<file path="src/rtl/microwave_pkg.sv">
// Shared types and constants for the microwave time-entry controller.
package microwave_pkg;

  // FSM state encodings; the numeric values are visible on the state port.
  typedef enum logic [2:0] {
    ST_IDLE  = 3'd0,
    ST_ENTRY = 3'd1,
    ST_RUN   = 3'd2,
    ST_PAUSE = 3'd3,
    ST_DONE  = 3'd4
  } state_t;

  // Keypad command codes; 0-9 are digits, 13-15 carry no meaning.
  localparam logic [3:0] KEY_START = 4'd10;
  localparam logic [3:0] KEY_STOP  = 4'd11;
  localparam logic [3:0] KEY_CLEAR = 4'd12;

  // Number of digits the MM:SS display can hold.
  localparam logic [2:0] MAX_DIGITS = 3'd4;

  function automatic logic is_digit(input logic [3:0] code);
    return (code <= 4'd9);
  endfunction

  // Single BCD digit decrement with wrap from 0 to 9.
  function automatic logic [3:0] bcd_dec(input logic [3:0] d);
    return (d == 4'd0) ? 4'd9 : (d - 4'd1);
  endfunction

endpackage

</file>
<file path="src/rtl/mmss_decrement.sv">
// Combinational one-second decrement of a BCD MM:SS value.
// Seconds tens above 5 (e.g. an entered 0:99) are decremented as-is; only a
// borrow out of the seconds field reloads it to 59. A 00:00 input is held.
module mmss_decrement
  import microwave_pkg::*;
(
  input  logic [3:0] i_min_tens,
  input  logic [3:0] i_min_ones,
  input  logic [3:0] i_sec_tens,
  input  logic [3:0] i_sec_ones,
  output logic [3:0] o_min_tens,
  output logic [3:0] o_min_ones,
  output logic [3:0] o_sec_tens,
  output logic [3:0] o_sec_ones,
  output logic       o_zero
);

  logic w_in_zero;

  assign w_in_zero = (i_min_tens == 4'd0) && (i_min_ones == 4'd0) &&
                     (i_sec_tens == 4'd0) && (i_sec_ones == 4'd0);

  // Borrow ripples from seconds ones up through the minutes.
  always_comb begin
    o_min_tens = i_min_tens;
    o_min_ones = i_min_ones;
    o_sec_tens = i_sec_tens;
    o_sec_ones = i_sec_ones;
    if (!w_in_zero) begin
      if (i_sec_ones != 4'd0) begin
        o_sec_ones = i_sec_ones - 4'd1;
      end else if (i_sec_tens != 4'd0) begin
        o_sec_ones = 4'd9;
        o_sec_tens = i_sec_tens - 4'd1;
      end else begin
        o_sec_ones = 4'd9;
        o_sec_tens = 4'd5;
        o_min_ones = bcd_dec(i_min_ones);
        if (i_min_ones == 4'd0) begin
          o_min_tens = i_min_tens - 4'd1;
        end
      end
    end
  end

  // Result flag used by the controller to detect the end of the cook.
  always_comb begin
    o_zero = (o_min_tens == 4'd0) && (o_min_ones == 4'd0) &&
             (o_sec_tens == 4'd0) && (o_sec_ones == 4'd0);
  end

endmodule

</file>
<file path="src/rtl/time_entry_counter.sv">
// Microwave keypad time entry, countdown and done-hold controller.
//
//   state    | meaning
//   ---------+-----------------------------------------------------------
//   ST_IDLE  | display 00:00, no digits entered, waiting for a digit
//   ST_ENTRY | digits being keyed in, waiting for START
//   ST_RUN   | heating, MM:SS decremented once per tick_1hz
//   ST_PAUSE | cook interrupted by STOP or open door, time retained
//   ST_DONE  | countdown finished, done held for DONE_TICKS ticks
module time_entry_counter
  import microwave_pkg::*;
#(
  parameter int DONE_TICKS = 3
) (
  input  logic       clk,
  input  logic       rstn,
  input  logic       key_pulse,
  input  logic [3:0] key_code,
  input  logic       tick_1hz,
  input  logic       door_closed,
  output logic [3:0] min_tens,
  output logic [3:0] min_ones,
  output logic [3:0] sec_tens,
  output logic [3:0] sec_ones,
  output logic       heat_on,
  output logic       done,
  output logic [2:0] state
);

  localparam int CW = (DONE_TICKS > 1) ? $clog2(DONE_TICKS) : 1;
  localparam logic [CW-1:0] DONE_LAST = CW'(DONE_TICKS - 1);

  state_t        r_state;
  state_t        w_state_nxt;
  logic [3:0]    r_min_tens, r_min_ones, r_sec_tens, r_sec_ones;
  logic [3:0]    w_min_tens_nxt, w_min_ones_nxt, w_sec_tens_nxt, w_sec_ones_nxt;
  logic [2:0]    r_digit_cnt, w_digit_cnt_nxt;
  logic [CW-1:0] r_done_cnt, w_done_cnt_nxt;
  logic          r_heat_on, r_done;

  logic          w_key_digit, w_key_start, w_key_stop, w_key_clear;
  logic          w_time_zero, w_can_start, w_can_shift, w_zero_all;
  logic [3:0]    w_dec_min_tens, w_dec_min_ones, w_dec_sec_tens, w_dec_sec_ones;
  logic          w_dec_zero;

  assign w_key_digit = key_pulse && is_digit(key_code);
  assign w_key_start = key_pulse && (key_code == KEY_START);
  assign w_key_stop  = key_pulse && (key_code == KEY_STOP);
  assign w_key_clear = key_pulse && (key_code == KEY_CLEAR);

  assign w_time_zero = (r_min_tens == 4'd0) && (r_min_ones == 4'd0) &&
                       (r_sec_tens == 4'd0) && (r_sec_ones == 4'd0);
  assign w_can_start = w_key_start && door_closed && !w_time_zero;
  assign w_can_shift = w_key_digit && (r_digit_cnt < MAX_DIGITS);

  mmss_decrement u_dec (
    .i_min_tens (r_min_tens),
    .i_min_ones (r_min_ones),
    .i_sec_tens (r_sec_tens),
    .i_sec_ones (r_sec_ones),
    .o_min_tens (w_dec_min_tens),
    .o_min_ones (w_dec_min_ones),
    .o_sec_tens (w_dec_sec_tens),
    .o_sec_ones (w_dec_sec_ones),
    .o_zero     (w_dec_zero)
  );

  // Next-state and next-datapath decode; CLEAR outranks everything, then
  // STOP/door-open, then START, then tick.
  always_comb begin
    w_state_nxt     = r_state;
    w_min_tens_nxt  = r_min_tens;
    w_min_ones_nxt  = r_min_ones;
    w_sec_tens_nxt  = r_sec_tens;
    w_sec_ones_nxt  = r_sec_ones;
    w_digit_cnt_nxt = r_digit_cnt;
    w_done_cnt_nxt  = r_done_cnt;
    w_zero_all      = 1'b0;

    if (w_key_clear) begin
      w_zero_all = 1'b1;
    end else begin
      case (r_state)
        ST_IDLE: begin
          if (w_key_digit) begin
            w_state_nxt = ST_ENTRY;
            if (w_can_shift) begin
              w_min_tens_nxt  = r_min_ones;
              w_min_ones_nxt  = r_sec_tens;
              w_sec_tens_nxt  = r_sec_ones;
              w_sec_ones_nxt  = key_code;
              w_digit_cnt_nxt = r_digit_cnt + 3'd1;
            end
          end
        end

        ST_ENTRY: begin
          if (w_key_stop) begin
            w_zero_all = 1'b1;
          end else if (w_can_start) begin
            w_state_nxt = ST_RUN;
          end else if (w_can_shift) begin
            w_min_tens_nxt  = r_min_ones;
            w_min_ones_nxt  = r_sec_tens;
            w_sec_tens_nxt  = r_sec_ones;
            w_sec_ones_nxt  = key_code;
            w_digit_cnt_nxt = r_digit_cnt + 3'd1;
          end
        end

        ST_RUN: begin
          if (w_key_stop || !door_closed) begin
            w_state_nxt = ST_PAUSE;
          end else if (tick_1hz) begin
            w_min_tens_nxt = w_dec_min_tens;
            w_min_ones_nxt = w_dec_min_ones;
            w_sec_tens_nxt = w_dec_sec_tens;
            w_sec_ones_nxt = w_dec_sec_ones;
            if (w_dec_zero) begin
              w_state_nxt     = ST_DONE;
              w_done_cnt_nxt  = '0;
              w_digit_cnt_nxt = 3'd0;
            end
          end
        end

        ST_PAUSE: begin
          if (w_key_stop) begin
            w_zero_all = 1'b1;
          end else if (w_can_start) begin
            w_state_nxt = ST_RUN;
          end
        end

        ST_DONE: begin
          if (key_pulse) begin
            w_zero_all = 1'b1;
          end else if (tick_1hz) begin
            if (r_done_cnt == DONE_LAST) begin
              w_zero_all = 1'b1;
            end else begin
              w_done_cnt_nxt = r_done_cnt + CW'(1);
            end
          end
        end

        default: begin
          w_zero_all = 1'b1;
        end
      endcase
    end

    if (w_zero_all) begin
      w_state_nxt     = ST_IDLE;
      w_min_tens_nxt  = 4'd0;
      w_min_ones_nxt  = 4'd0;
      w_sec_tens_nxt  = 4'd0;
      w_sec_ones_nxt  = 4'd0;
      w_digit_cnt_nxt = 3'd0;
      w_done_cnt_nxt  = '0;
    end
  end

  // State, digit and counter registers; heat_on/done are registered from
  // the next state so they line up exactly with RUN/DONE.
  always_ff @(posedge clk) begin
    if (!rstn) begin
      r_state     <= ST_IDLE;
      r_min_tens  <= 4'd0;
      r_min_ones  <= 4'd0;
      r_sec_tens  <= 4'd0;
      r_sec_ones  <= 4'd0;
      r_digit_cnt <= 3'd0;
      r_done_cnt  <= '0;
      r_heat_on   <= 1'b0;
      r_done      <= 1'b0;
    end else begin
      r_state     <= w_state_nxt;
      r_min_tens  <= w_min_tens_nxt;
      r_min_ones  <= w_min_ones_nxt;
      r_sec_tens  <= w_sec_tens_nxt;
      r_sec_ones  <= w_sec_ones_nxt;
      r_digit_cnt <= w_digit_cnt_nxt;
      r_done_cnt  <= w_done_cnt_nxt;
      r_heat_on   <= (w_state_nxt == ST_RUN);
      r_done      <= (w_state_nxt == ST_DONE);
    end
  end

  assign min_tens = r_min_tens;
  assign min_ones = r_min_ones;
  assign sec_tens = r_sec_tens;
  assign sec_ones = r_sec_ones;
  assign heat_on  = r_heat_on;
  assign done     = r_done;
  assign state    = r_state;

endmodule

</file>
<file path="config.mk">
export PLATFORM = sky130hd
export DESIGN_NAME = time_entry_counter
export DESIGN_NICKNAME = d
export VERILOG_FILES = /design/src/rtl/microwave_pkg.sv /design/src/rtl/mmss_decrement.sv /design/src/rtl/time_entry_counter.sv
export SDC_FILE = /design/constraint.sdc
export NUM_CORES = 1
export LEC_CHECK = 0
export CORE_ASPECT_RATIO = 0.9
export CORE_MARGIN = 3
export CORE_UTILIZATION = 50
export CTS_BUF_LIST = sky130_fd_sc_hd__clkbuf_4 sky130_fd_sc_hd__clkbuf_8
export CTS_CLUSTER_DIAMETER = 150
export CTS_CLUSTER_SIZE = 12
export DETAILED_ROUTE_END_ITERATION = 8
export PLACE_DENSITY = 0.89
export SLEW_MARGIN = 20
export SYNTH_ARGS = -nofsm -noshare
export SYNTH_HDL_FRONTEND = slang
export SYNTH_SLANG_ARGS = --single-unit
</file>
<file path="constraint.sdc">
create_clock -name clk -period 2.3 [get_ports clk]
set_input_delay 0.46 -clock clk [delete_from_list [all_inputs] [get_ports clk]]
set_output_delay 0.46 -clock clk [all_outputs]
set_load 0.005 [all_outputs]
</file>
==> results.yml <==
outcome:
  status: "complete, but fails checks"
  violations: "setup timing"
grt:
  grt_use_total_pct: 26.6
  grt_pass1_vias: 2064
  antenna_found_initial: 0
  overflow: 0
  grt_max_degree: 20
  grt_pass1_wl_mm: 9.82
routing:
  drtPass1Iterations: 5
  remaining_drc_errors: 0
  antenna_left: 0
  wl_met3_um: 459
  drt_iter0_markers: 231
  wl_met1_mm: 2.54
  wl_mm: 6.02
  top_layer: "met4"
  num_vias: 2234
  wl_per_cell_um: 17.0
  viasPerCell: 6.29
  wl_met2_mm: 2.84
synth:
  ys_ff_latch: 26
  synth_fp_nets: 262
  synthArstFlopShare_pct: 0
  syn_area_per_cell_um2: 7.47
  synth_edf_count: 0
  ys_types: 54
  yosys_warnings: 0
  seq_area_frac_synth_pct: 28.0
  synthFlopType: "dfxtp_1"
  netlist_area_um2: 1860
  syn_inst: 249
worst_setup_path:
  r2r_cells: 7
  r2r_slack_ns: -0.11
  required_ns: 2.47
  critPathKind: "register to register"
  arrival_ns: 2.58
  cp-end-kind: "register"
  start_kind: "register"
  critPathMaxFanout: 7
final_layout:
  layout_common_cells: "47 x buf_4, 38 x nor2_1, 29 x nand2_1, 29 x clkdlybuf4s50_1, 24 x dfxtp_1"
  nNetsFinal: 325
  utilization_pct: 74.2
  filler_cell_count: 260
  final_common_cell: "buf_4"
  areaGrowthSynthToFinish_pct: 38.7
  n_antenna_cell: 0
  drive_gt1_share_pct: 23.8
die:
  start_util_pct: 53.5
  core-area_um2: 3480
  die_h_um: 63.9
  rows: 20
  dieWidth_um: 70.3
  io_pins: 30
  dieArea_um2: 4490
clocking:
  cts-root-buf: "clkbuf_8"
  cts_inserted_buffers: 3
  clk_pin_slew_worst_paths_ns: 0.10
  cts_sinks: 26
  clkLatencyLatePin_ns: 0.28
  htreeDepth: 1
  clockBufferDepth: 2
  cts_tree: "yes"
  postCtsHoldBufs: 0
timing:
  hold_viol_final: 0
  skew_ns: 0.00433
  worst_pin_slew_ns: 0.437
  slew_headroom_pct: 70.6
  layout_setup_ws_ns: -0.112
  slew_viol_final: 0
  period_share_pct: 105
  fin_crit_ns: 2.41
  holdWs_ns: 0.481
  max_freq_mhz: 415
  final.setup.tns_ns: -0.239
  finalSetupViolCount: 4
  rsz0062_at_grt: "true"
flow_run:
  cap_violations: 0
min_path:
  hold_class: "register to register"
  hold_path_depth: 2
place:
  port_buffers: 29
  gp_congestion: 0.883
  place_ws_ns: -0.241
  place_hpwl_mm: 4.28
pwr:
  peakVddDrop_v: 0.000359
  total_power_uw: 1270
  p_per_area_nw_per_um2: 491
  power.leakage_uw: 0.00101
-- cell usage after synthesis, drive strengths merged (4+ instances only) --
library cell / instances / area share [%]
nor4: 9 / 5.4
o21ai: 11 / 3.0
mux2i: 5 / 2.7
buf: 6 / 2.6
nor2: 38 / 7.7
a22oi: 4 / 1.6
nor3: 11 / 3.0
nand3: 4 / 1.1
dfxtp: 26 / 28
nand2: 29 / 5.9
ha: 4 / 2.7
a211oi: 9 / 3.6
clkbuf: 12 / 2.5
inv: 9 / 1.8
a21oi: 19 / 5.1
-- sequential cells by signal, indices dropped and copies added (netlist names) --
signal	flops
sec_ones	4
done	1
state	3
r_digit_cnt	3
sec_tens	4
min_ones	4
min_tens	4
r_done_cnt	2
heat_on	1
-- worst max-delay path: stages, from the launching register on --
cell,delay (ns)
dfxtp_2,0.37
nor4_4,0.47
nand4_1,0.23
a221oi_2,0.34
o2111ai_2,0.20
or3_4,0.42
o2111ai_2,0.19
o41ai_1,0.09
-- power breakdown --
part	leakage, uW	switching, uW	internal, uW
clock	0.0000357	159	233
combinational	0.000765	197	194
sequential	0.000212	18.6	465
total	0.00101	374	892
-- path summary, 6_finish.rpt --
check,to,from
worst max-delay path,r_done_cnt[0],sec_ones[2]
worst min-delay path,r_digit_cnt[2],r_digit_cnt[2]
worst max register to register,r_done_cnt[0],sec_ones[2]
worst min register to register,r_digit_cnt[2],r_digit_cnt[2]
-- per-layer routing --
metal  track usage [%]  up-vias
met5                 0        -
met4              7.89        0
met3              3.46       20
met2              43.7      118
met1              36.2     1061
li1                  -     1035
-- repair_timing --
item | CTS | global route
pin swaps | 1 | 3
buffers inserted | 0 | 3
setup endpoints to repair | 3 | 13
gates cloned | 0 | 0
gates resized for setup | 3 | 10
-- cell families (layout without fill, tap and decap cells) --
| logic type | after synthesis | in the layout | share of synthesized area [%] |
|---|---|---|---|
| simple gates | 114 | 114 | 31.7 |
| buf+inv | 27 | 89 | 6.86 |
| compound gates | 71 | 71 | 26.8 |
| flops | 26 | 26 | 28.0 |
| fa+ha+maj | 4 | 4 | 2.69 |
| xor+xnor | 1 | 1 | 0.471 |
| mux | 6 | 6 | 3.50 |
-- cell type report --
type / count / area (um^2) / area share, %
multi-input combinational: 196 / 1250 / 48.6
timing repair buffer: 76 / 643 / 24.9
sequential: 26 / 523 / 20.3
tap: 44 / 55.1 / 2.13
clock buffer: 3 / 41.3 / 1.60
inverter: 9 / 33.8 / 1.31
clock inverter: 1 / 30.0 / 1.16
-- through the flow --
stage               area [um^2]  instances
finish                     2580        355
global placement           2450        348
CTS                        2520        352
global route               2580        355
detailed placement         2450        348
floorplan                  1870        249
Note: power is estimated with default switching activity, not from simulation.
